[src/rtl/weight_loader.sv]
// Streams one filter's weights from the weight buffer into NUM_PE weight registers.
// Clears the bank first, then writes each register through a fixed 2-cycle read pipeline.
module weight_loader #(
  parameter int F_WIDTH    = 8,
  parameter int NUM_PE     = 16,
  parameter int ADDR_WIDTH = 10
) (
  input  logic                         clk_i,
  input  logic                         rst_n_i,
  input  logic                         start_i,
  input  logic        [ADDR_WIDTH-1:0] base_addr_i,
  input  logic                         hold_i,
  output logic                         mem_rd_en_o,
  output logic        [ADDR_WIDTH-1:0] mem_addr_o,
  input  logic signed [F_WIDTH-1:0]    mem_data_i,
  output logic signed [F_WIDTH-1:0]    f_weight_o,
  output logic        [NUM_PE-1:0]     wreg_wr_en_o,
  output logic                         wreg_rst_o,
  output logic                         busy_o,
  output logic                         done_o
);

  localparam int IDX_W = $clog2(NUM_PE);

  typedef enum logic [2:0] {
    S_IDLE,
    S_CLEAR,
    S_FETCH,
    S_DRAIN,
    S_DONE
  } state_t;

  state_t                r_state;
  logic [ADDR_WIDTH-1:0] r_base;
  logic [IDX_W-1:0]      r_rd_idx;
  logic [IDX_W-1:0]      r_issue_idx;
  logic [IDX_W-1:0]      r_pipe_idx;
  logic                  r_pipe_vld;
  logic [NUM_PE-1:0]     w_onehot;
  logic                  w_last_read;
  logic                  w_last_write;

  always_comb begin
    w_onehot             = '0;
    w_onehot[r_pipe_idx] = 1'b1;
  end

  assign w_last_read  = (r_rd_idx == IDX_W'(NUM_PE - 1));
  assign w_last_write = r_pipe_vld && (r_pipe_idx == IDX_W'(NUM_PE - 1));

  // The state leads its registered outputs by one cycle; the write pipeline runs regardless of state.
  always_ff @(posedge clk_i) begin
    if (!rst_n_i) begin
      r_state      <= S_IDLE;
      r_base       <= '0;
      r_rd_idx     <= '0;
      r_issue_idx  <= '0;
      r_pipe_idx   <= '0;
      r_pipe_vld   <= 1'b0;
      mem_rd_en_o  <= 1'b0;
      mem_addr_o   <= '0;
      f_weight_o   <= '0;
      wreg_wr_en_o <= '0;
      wreg_rst_o   <= 1'b0;
      busy_o       <= 1'b0;
      done_o       <= 1'b0;
    end else begin
      mem_rd_en_o  <= 1'b0;
      wreg_rst_o   <= 1'b0;
      done_o       <= 1'b0;

      r_pipe_vld   <= mem_rd_en_o;
      r_pipe_idx   <= r_issue_idx;
      wreg_wr_en_o <= r_pipe_vld ? w_onehot : '0;
      if (r_pipe_vld) begin
        f_weight_o <= mem_data_i;
      end

      case (r_state)
        S_IDLE: begin
          if (start_i) begin
            r_base   <= base_addr_i;
            r_rd_idx <= '0;
            r_state  <= S_CLEAR;
          end
        end
        S_CLEAR: begin
          wreg_rst_o <= 1'b1;
          busy_o     <= 1'b1;
          r_state    <= S_FETCH;
        end
        S_FETCH: begin
          if (!hold_i) begin
            mem_rd_en_o <= 1'b1;
            mem_addr_o  <= r_base + ADDR_WIDTH'(r_rd_idx);
            r_issue_idx <= r_rd_idx;
            r_rd_idx    <= r_rd_idx + IDX_W'(1);
            if (w_last_read) begin
              r_state <= S_DRAIN;
            end
          end
        end
        // Wait for the final in-flight read to reach the weight bus.
        S_DRAIN: begin
          if (w_last_write) begin
            r_state <= S_DONE;
          end
        end
        S_DONE: begin
          done_o  <= 1'b1;
          busy_o  <= 1'b0;
          r_state <= S_IDLE;
        end
        default: r_state <= S_IDLE;
      endcase
    end
  end

endmodule

[config.mk]
export PLATFORM = sky130hd
export DESIGN_NAME = weight_loader
export DESIGN_NICKNAME = d
export VERILOG_FILES = /design/src/rtl/weight_loader.sv
export SDC_FILE = /design/constraint.sdc
export NUM_CORES = 1
export LEC_CHECK = 0
export BUFFER_PORTS_ARGS = -buffer_cell sky130_fd_sc_hd__clkbuf_2
export CORE_UTILIZATION = 49
export DETAILED_ROUTE_END_ITERATION = 8
export GPL_ROUTABILITY_DRIVEN = 1
export PLACE_DENSITY = 0.84
export SLEW_MARGIN = 20
export SYNTH_ARGS = -nofsm -noshare
export SYNTH_HDL_FRONTEND = slang
export SYNTH_SLANG_ARGS = --single-unit
[constraint.sdc]
create_clock -name clk_i -period 3.9 [get_ports clk_i]
set_input_delay 0.78 -clock clk_i [delete_from_list [all_inputs] [get_ports clk_i]]
set_output_delay 0.78 -clock clk_i [all_outputs]
set_load 0.01 [all_outputs]
==> flow_summary.ini <==
[worst_setup_path]
worstPathCellList = or4b_1 > a311o_1 > o41ai_1 > nor3_1
slowest_stage = or4b_1
critPathMaxStageDelay_ns = 0.74
crit_type = register to register
crit_family = simple AND/OR/NAND/NOR gates
path_buf_inv = 0
cp.required_ns = 4.13
worst_setup_path_start_kind = register
crit_fanout = 14
critPathCaptureType = register
crit_arrival_ns = 2.14

[global_routing]
grt_usage_pct = 19.6
grt_pass1_wl_um = 7810
grt_remaining_overflow = 0
first_global_vias = 1804
grt_max_degree = 52
antenna_found_initial = 0

[final_layout]
num_antenna_cells = 0
drive_above_1_share_pct = 24.3
fin_nets = 348
area_delta_synth_final_pct = 23.1
post-route-util_pct = 63.6
fin_cells = 392
post-route-cell-area_um2 = 3040

[timing]
worst_slew_pin_slew_ns = 0.987
rsz0062_at_grt = no
slew_headroom_pct = 34.0
hold_violations = 0
min_period_ns = 1.92
min_period_over_period_pct = 49.1
clock_skew_ns = 0.00973
slew_violations = 0
fmax_ghz = 0.522
setup_violations = 0
setup_tns_ns = 0

[clock_tree]
cts_setup_buffers = 0
cts_resized = 0
holdBufCountCts = 0
worstSkewPairLatency_ns = 0.35
cts_inserted_buffers = 9
cts_buffer_depth = 2
clockRootBuffer = clkbuf_8
path_clk_slew_ns = 0.07
clock_sinks = 64
cts_tree = yes
cts-htree-levels = 3

[placement]
dp_hpwl_um = 3210
placed_area_um2 = 2790
place_congestion = 0.828
numPortBuffers = 59
dp_cells = 376

[route]
num_vias = 1984
ant_nets = 0
vias_per_cell = 5.06
drt_iter0_markers = 72
first_pass_iters = 5
wl_per_cell_um = 12.0
drt-total-wl_um = 4720
drc = 0

[floorplanning]
pin_count = 60
die_h_um = 73.0
initial_core_util_pct = 51.7
coreArea_um2 = 4790
die_w_um = 73.0
rows = 25
fp.dieArea_um2 = 5330

[yosys]
yosysSeqAreaShare_pct = 51.8
syn-num-nets = 292
ys_seq_elements = 64
synth_cell_types = 41
synth_edf_count = 0
avgSynthCellArea_um2 = 9.37
yosys_warnings = 0
synth_async_sr_flop_share_pct = 0
synth_cells = 264
syn_area_um2 = 2470
synth-main-ff-cell = dfxtp_1

[power_and_ir_drop]
vdd_drop_max_mv = 0.280
p_per_area_nw_per_um2 = 482
power.leakage_nw = 1.27

[run_status]
status = finished clean

[flow_run]
max_cap_viol_count = 0

[min_path]
hold_class = register to register
cell usage after synthesis, drive strengths merged (5+ instances only):
| library cell | number | share of area (%) |
|---|---|---|
| dfxtp | 64 | 52 |
| nand2 | 44 | 6.7 |
| mux2i | 8 | 3.2 |
| nand3 | 9 | 1.8 |
| and2 | 7 | 1.8 |
| nor2 | 20 | 3.0 |
| nor3 | 5 | 1.0 |
| ha | 5 | 2.5 |
| nor2b | 13 | 3.3 |
| o21ai | 9 | 1.8 |
| clkbuf | 10 | 1.5 |
| a21boi | 18 | 5.5 |
| buf | 5 | 1.5 |
| a21oi | 5 | 1.0 |
layer usage:
metal | part of all wire (%) | GRT usage [%] | vias up | wire, um
li1 | - | - | 1020 | -
met1 | 43 | 22.8 | 905 | 2040
met2 | 50 | 32.0 | 52 | 2390
met3 | 5.1 | 8.29 | 7 | 240
met4 | 1.1 | 6.97 | 0 | 53
met5 | 0 | 0 | - | 0
area by class of cell:
type,instances,area (um2)
Fill cell,433,1740
Multi-Input combinational cell,181,1110
Tap cell,67,83.8
Inverter,4,15.0
Sequential cell,64,1280
Clock inverter,6,115
Timing Repair Buffer,60,303
Clock buffer,10,138
worst register-to-register path, delay by kind of cell (launching register included):
kind / cells / cell delay, ns
simple gates: 2 / 0.81
compound gates: 2 / 0.44
flops: 1 / 0.54
logic make-up after synthesis:
logic type                 synth area share (%)
adders and majority gates                  3.34
DFF                                        51.8
muxes                                      3.24
AOI/OAI and AO/OA                          14.2
and+or+nand+nor                            21.7
xor gates and xnor gates                   2.13
buffers and inverters                      3.64
sequential cells by signal, summed over array words and instances, names as in the netlist, 3 cells and up:
signal,count
r_base,10
f_weight_o,8
mem_addr_o,10
r_state,3
r_rd_idx,4
r_pipe_idx,4
r_issue_idx,4
wreg_wr_en_o,16
cell usage in the layout, fill, tap and decap left out, drive strengths merged, types with 2 or more instances in the layout:
| cell type | count |
|---|---|
| nand4 | 4 |
| nand2b | 2 |
| xor2 | 2 |
| mux2i | 8 |
| ha | 5 |
| nand3 | 9 |
| and2 | 7 |
| a21boi | 18 |
| nor2b | 13 |
| o211a | 2 |
| nand2 | 44 |
| bufinv | 3 |
| a31oi | 3 |
| inv | 5 |
| dfxtp | 64 |
| nor2 | 20 |
| clkbuf | 69 |
| nor4b | 2 |
| nor3 | 5 |
| o21ai | 9 |
| a21oi | 5 |
| xnor2 | 4 |
| a21o | 2 |
| a211oi | 3 |
final timing paths:
kind,slack [ns],startpoint,cells after the start,endpoint
min,0.47,r_issue_idx[3]$_SDFFE_PN0P_,1,r_pipe_idx[3]$_SDFF_PN0_
min reg2reg,0.47,r_issue_idx[3]$_SDFFE_PN0P_,1,r_pipe_idx[3]$_SDFF_PN0_
max reg2reg,1.98,r_state[1]$_SDFFE_PN0P_,4,mem_addr_o[7]$_SDFFE_PN0P_
max,1.98,r_state[1]$_SDFFE_PN0P_,4,mem_addr_o[7]$_SDFFE_PN0P_
power breakdown:
part	internal [mW]	switching (mW)
logic	0.0352	0.0429
registers	0.669	0.0164
clock network	0.445	0.258
total	1.15	0.317
per-stage QoR:
stage	power, mW	hold WS (ns)	setup slack [ns]
floorplan	0.751	0.430	2.02
global placement	0.775	0.436	1.69
detailed placement	0.778	0.439	1.62
CTS	1.48	0.470	1.98
global route	1.52	0.499	1.83
finish	1.47	0.469	1.98
(Power assumes the default switching activity.)
